## config.mk

```make
export PLATFORM = sky130hd
export DESIGN_NAME = hazard_ctrl
export DESIGN_NICKNAME = d
export VERILOG_FILES = /design/src/rtl/hazard_ctrl.sv
export SDC_FILE = /design/constraint.sdc
export NUM_CORES = 1
export LEC_CHECK = 0
export CAP_MARGIN = 10
export CORE_MARGIN = 3
export CORE_UTILIZATION = 37
export CTS_CLUSTER_SIZE = 10
export DETAILED_ROUTE_END_ITERATION = 10
export PLACE_DENSITY = 0.78
export SYNTH_ARGS = -nofsm -noshare
export SYNTH_HDL_FRONTEND = slang
export SYNTH_SLANG_ARGS = --single-unit
export TNS_END_PERCENT = 1
```

## constraint.sdc

```tcl
create_clock -name clk -period 1.9 [get_ports clk]
set_input_delay 0.38 -clock clk [delete_from_list [all_inputs] [get_ports clk]]
set_output_delay 0.38 -clock clk [all_outputs]
set_load 0.02 [all_outputs]
```

## src/rtl/hazard_ctrl.sv

```systemverilog
// Interlock and flush generator for the 5-stage pipeline.
// Define HAZARD_STATS_EN to add saturating per-state cycle counters.
module hazard_ctrl #(
    parameter int MD_LATENCY = 32,
    parameter int CNT_W      = 32
) (
    input  logic             clk,
    input  logic             reset,
    input  logic [4:0]       id_rs,
    input  logic [4:0]       id_rt,
    input  logic             id_use_rs,
    input  logic             id_use_rt,
    input  logic             id_use_hilo,
    input  logic [4:0]       ex_dst,
    input  logic             ex_memread,
    input  logic             md_start,
    input  logic             branch_taken,
    input  logic             icache_miss,
    input  logic             dcache_miss,
    output logic             pc_stall,
    output logic             if_id_stall,
    output logic             if_id_flush,
    output logic             id_ex_stall,
    output logic             id_ex_flush,
    output logic             ex_mem_stall,
    output logic             mem_wb_flush,
    output logic             md_busy
`ifdef HAZARD_STATS_EN
    ,
    output logic [CNT_W-1:0] stat_freeze,
    output logic [CNT_W-1:0] stat_flush,
    output logic [CNT_W-1:0] stat_interlock,
    output logic [CNT_W-1:0] stat_fetch
`endif
);

    localparam logic [5:0] MD_LOAD = 6'(MD_LATENCY);

    logic [5:0] r_md_cnt;
    logic       r_flush_pend;
    logic       w_load_use;
    logic       w_md_hz;
    logic       w_freeze;
    logic       w_flush;
    logic       w_ilock;
    logic       w_fetch;

    assign w_load_use = ex_memread & (ex_dst != 5'd0) &
                        ((id_use_rs & (ex_dst == id_rs)) |
                         (id_use_rt & (ex_dst == id_rt)));
    assign w_md_hz = id_use_hilo & ((r_md_cnt != 6'd0) | md_start);

    // Mutually exclusive states; reset forces every control output low.
    assign w_freeze = reset & dcache_miss;
    assign w_flush  = reset & ~dcache_miss & (branch_taken | r_flush_pend);
    assign w_ilock  = reset & ~dcache_miss & ~w_flush & (w_load_use | w_md_hz);
    assign w_fetch  = reset & ~dcache_miss & ~w_flush &
                      ~(w_load_use | w_md_hz) & icache_miss;

    assign pc_stall     = w_freeze | w_ilock | w_fetch;
    assign if_id_stall  = w_freeze | w_ilock;
    assign if_id_flush  = w_flush | w_fetch;
    assign id_ex_stall  = w_freeze;
    assign id_ex_flush  = w_flush | w_ilock;
    assign ex_mem_stall = w_freeze;
    assign mem_wb_flush = w_freeze;
    assign md_busy      = (r_md_cnt != 6'd0);

    always_ff @(posedge clk or negedge reset) begin
        if (!reset) begin
            r_md_cnt     <= 6'd0;
            r_flush_pend <= 1'b0;
        end else begin
            if (!dcache_miss) begin
                if (md_start)
                    r_md_cnt <= MD_LOAD;
                else if (r_md_cnt != 6'd0)
                    r_md_cnt <= r_md_cnt - 6'd1;
            end
            // A branch resolved under a freeze is replayed once MEM is ready.
            r_flush_pend <= dcache_miss ? (r_flush_pend | branch_taken) : 1'b0;
        end
    end

`ifdef HAZARD_STATS_EN
    logic [CNT_W-1:0] r_stat_freeze;
    logic [CNT_W-1:0] r_stat_flush;
    logic [CNT_W-1:0] r_stat_interlock;
    logic [CNT_W-1:0] r_stat_fetch;

    always_ff @(posedge clk or negedge reset) begin
        if (!reset) begin
            r_stat_freeze    <= '0;
            r_stat_flush     <= '0;
            r_stat_interlock <= '0;
            r_stat_fetch     <= '0;
        end else begin
            if (w_freeze && (r_stat_freeze != '1))
                r_stat_freeze <= r_stat_freeze + 1'b1;
            if (w_flush && (r_stat_flush != '1))
                r_stat_flush <= r_stat_flush + 1'b1;
            if (w_ilock && (r_stat_interlock != '1))
                r_stat_interlock <= r_stat_interlock + 1'b1;
            if (w_fetch && (r_stat_fetch != '1))
                r_stat_fetch <= r_stat_fetch + 1'b1;
        end
    end

    assign stat_freeze    = r_stat_freeze;
    assign stat_flush     = r_stat_flush;
    assign stat_interlock = r_stat_interlock;
    assign stat_fetch     = r_stat_fetch;
`endif

endmodule

```

==> metrics.csv <==
stage;metric;value;unit
critical_path;largest fanout on the critical path;2;
placement;IO buf count;32;
job;Max-cap violations;0;
cts;H-tree depth;1;
synth;xor/xnor share of the synthesized area;15.0;%
power;PD cells;811;nW/µm²
synth;Gate Count Post-Synth;70;
global_route;largest net degree at the start of global routing;7;
finish;Area Overhead vs Synth;87.3;%
timing;Hold Vio Cnt, Final;0;
synth;mux cell area share after synthesis;1.72;%
routing;post-route antenna net violation count;0;
routing;initial drt markers;9;
critical_path;CP peak stage delay;0.52;ns
synth;Post-Syn Area;583;µm²
placement;# placed instances;137;
power;IR drop worst, VDD;630;µV
finish;Final Net Count;155;
critical_path;worst path buffer plus inverter count;2;
global_route;total gr overflow;0;
cts;clock root buffer;clkbuf_4;
placement;hpwl dp;1530;µm
routing;Via density;5.14;
timing;Worst slew margin;82.0;%
hold_path;Hold Crit Class;input pin to asynchronous set/reset pin;
global_route;first-pass GRT wire length;3090;µm
finish;Post-Layout Cell Count;142;
synth;top cells by area, synth;dfrtp_1 (30%), xnor2_1 (15%), nand2_1 (5.8%), ha_1 (4.3%), a21oi_1 (3.4%);
synth;Post-Synth Adder-Cell Area;4.29;%
synth;Yosys reg bits;7;
global_route;number of global-route vias before repair;732;
timing;Setup TNS;-0.642;ns
timing;setup ws final;-0.201;ns
timing;Setup Skew;0.00319;ns
cts;clk sinks;7;
routing;WL final;1890;µm
synth;Mapped Nets;97;
critical_path;critical path class;input pin to primary output;
synth;synthesis warning total;0;
synth;Synth Area in Simple Gates;17.4;%
synth;top cell type's share of synthesized area;30.0;%
routing;drt wl/cell;13.3;µm
die;die footprint;2090;µm²
timing;final worst-path cycle share;111;%
synth;Compound-Gate Fraction of Synth Area;25.8;%
cts;Clock Tree Buf Depth;2;
finish;share of cells above drive strength 1;34.6;%
routing;DRC viols;0;
synth;Synth Area per Inst;8.33;µm²
synth;main combinational cell family by area after synthesis;compound AO/OA/AOI/OAI gates;
cts;Worst-Skew Late Latency;0.25;ns
die;FP Rows;13;
critical_path;CP top delay family;compound AO/OA/AOI/OAI gates;
die;Die Y;45.7;µm
timing;fin crit period;2.10;ns
die;Initial Utilization;42.2;%
routing;DR vias;730;
timing;unrepaired setup endpoints after global routing;yes;
power;total power;885;µW
timing;fmax;476;MHz
timing;final setup fails;5;
global_route;initial antenna violation count;0;
cts;Num CTS Buffers;3;
synth;sequential fraction of the synthesis area;30.0;%
synth;area leader, netlist;dfrtp_1;
timing;fin. max-slew vios;0;
power;Pleak;0.000511;µW
die;I/O pin count;33;
routing;first drt pass iteration count;4;
timing;Worst-Margin Slew;0.269;ns
global_route;Total GRT Usage;20.8;%
critical_path;Worst path slowest cell;or4_4;
synth;Netlist cell types;26;
cts;CTS clk-pin slew, worst paths;0.05;ns
critical_path;CP Cell Sequence;buf_6 > or4_4 > o21a_1 > a211oi_2 > o311a_1 > buf_6;
outcome;outcome;finished, violations left;
critical_path;critical path arrival;1.72;ns
cts;CTS tree;built;
critical_path;required time worst endpoint;1.52;ns
critical_path;Setup crit end kind;primary output;
die;Core Region;1380;µm²
outcome;failing checks;negative setup slack;
placement;Routability Congestion;0.817;
finish;Antenna diodes;0;
critical_path;Worst setup SP type;input pin;
die;die width;45.7;µm
critical_path;crit-path most repeated cell;buf_6;
[cells in the mapped netlist]
cell type	instances
o41ai_1	1
o21a_1	2
nand2_1	9
inv_1	5
o22ai_1	1
buf_4	2
o21ai_1	3
o21ai_0	3
a22o_1	2
a41oi_1	1
or4_1	1
a211oi_2	1
or3_1	1
ha_1	2
nand3_1	1
dfrtp_1	7
xnor2_1	10
o311a_1	1
a21oi_1	4
nor4_2	1
nand4_1	2
o31a_1	1
nor3_1	1
nor2_1	5
mux2i_1	1
a31oi_1	2
[placed cells by master (no fill, tap or decap), types with 3 or more instances in the layout]
cell type        count
inv_1                5
dfrtp_1              7
clkdlybuf4s50_1      9
nor2_1               5
o21ai_1              4
clkbuf_4             3
dlygate4sd2_1       11
buf_6                3
xnor2_1              9
nand2_1              8
buf_2                8
a21oi_1              3
buf_4               22
[worst paths after layout]
check | startpoint | to | slack, ns | depth (start not counted)
min in group clk | r_md_cnt[0] | r_md_cnt[5] | 0.63 | 3
hold / removal | reset | r_md_cnt[4] | 0.45 | 2
max in group asynchronous | reset | r_md_cnt[5] | 1.25 | 3
setup / recovery | ex_dst[3] | if_id_flush | -0.20 | 6
setup reg to reg | r_md_cnt[5] | r_md_cnt[2] | 0.34 | 7
hold reg to reg | r_md_cnt[0] | r_md_cnt[5] | 0.63 | 3
[power breakdown]
part	total [µW]	internal (µW)	switching, µW	leakage, µW
Clock	131	79.9	51.4	0.0000150
Combinational	511	284	226	0.000409
Sequential	244	198	45.5	0.0000870
[layout make-up]
cell class	count	area, µm²
clock buffers	4	26.3
multi-input cells	56	407
repair buffers	55	447
well taps	15	18.8
flip-flops and latches	7	175
fillers	103	290
inverters	5	18.8
[flip-flops by register name (all words and copies together), names as in the netlist]
register / cells
r_md_cnt: 6
r_flush_pend: 1
[metrics by stage]
stage | setup WS (ns) | area [µm²] | hold slack, ns | util, %
after floorplan | -0.0310 | 586 | 0.0844 | -
after global placement | -0.998 | 1070 | 0.606 | 77.7
after detailed placement | -0.999 | 1070 | 0.617 | 77.7
after CTS | -0.207 | 1090 | 0.452 | 79.0
after global routing | -0.290 | 1090 | 0.473 | 79.0
final | -0.201 | 1090 | 0.454 | 79.0
[metal layers]
layer	GRT usage [%]	part of all wire (%)
met3	3.95	12
met2	36.5	46
met4	10.2	2.0
met5	0	0
met1	23.7	40
[kinds of logic after synthesis]
family | count (synthesis)
buf+inv | 7
flops | 7
xor+xnor | 10
fa+ha+maj | 2
mux | 1
compound gates | 22
simple gates | 21
[worst register-to-register path: cells and delay by family (launching register included)]
kind / cells / cell delay [ns]
AO/OA/AOI/OAI: 2 / 0.30
buffers and inverters: 2 / 0.25
flip-flops: 1 / 0.40
multiplexers: 1 / 0.08
AND/OR/NAND/NOR: 2 / 0.43
[what timing repair did]
item / 4_1_cts / 5_1_grt
setup buffers: 1 / 0
endpoints found under the hold margin: 0 / 0
pin swaps: 21 / 0
setup endpoints to repair: 8 / 7
hold buffers: 0 / 0
gates resized for setup: 67 / 0
No activity file was read; power rests on OpenSTA's default activity.
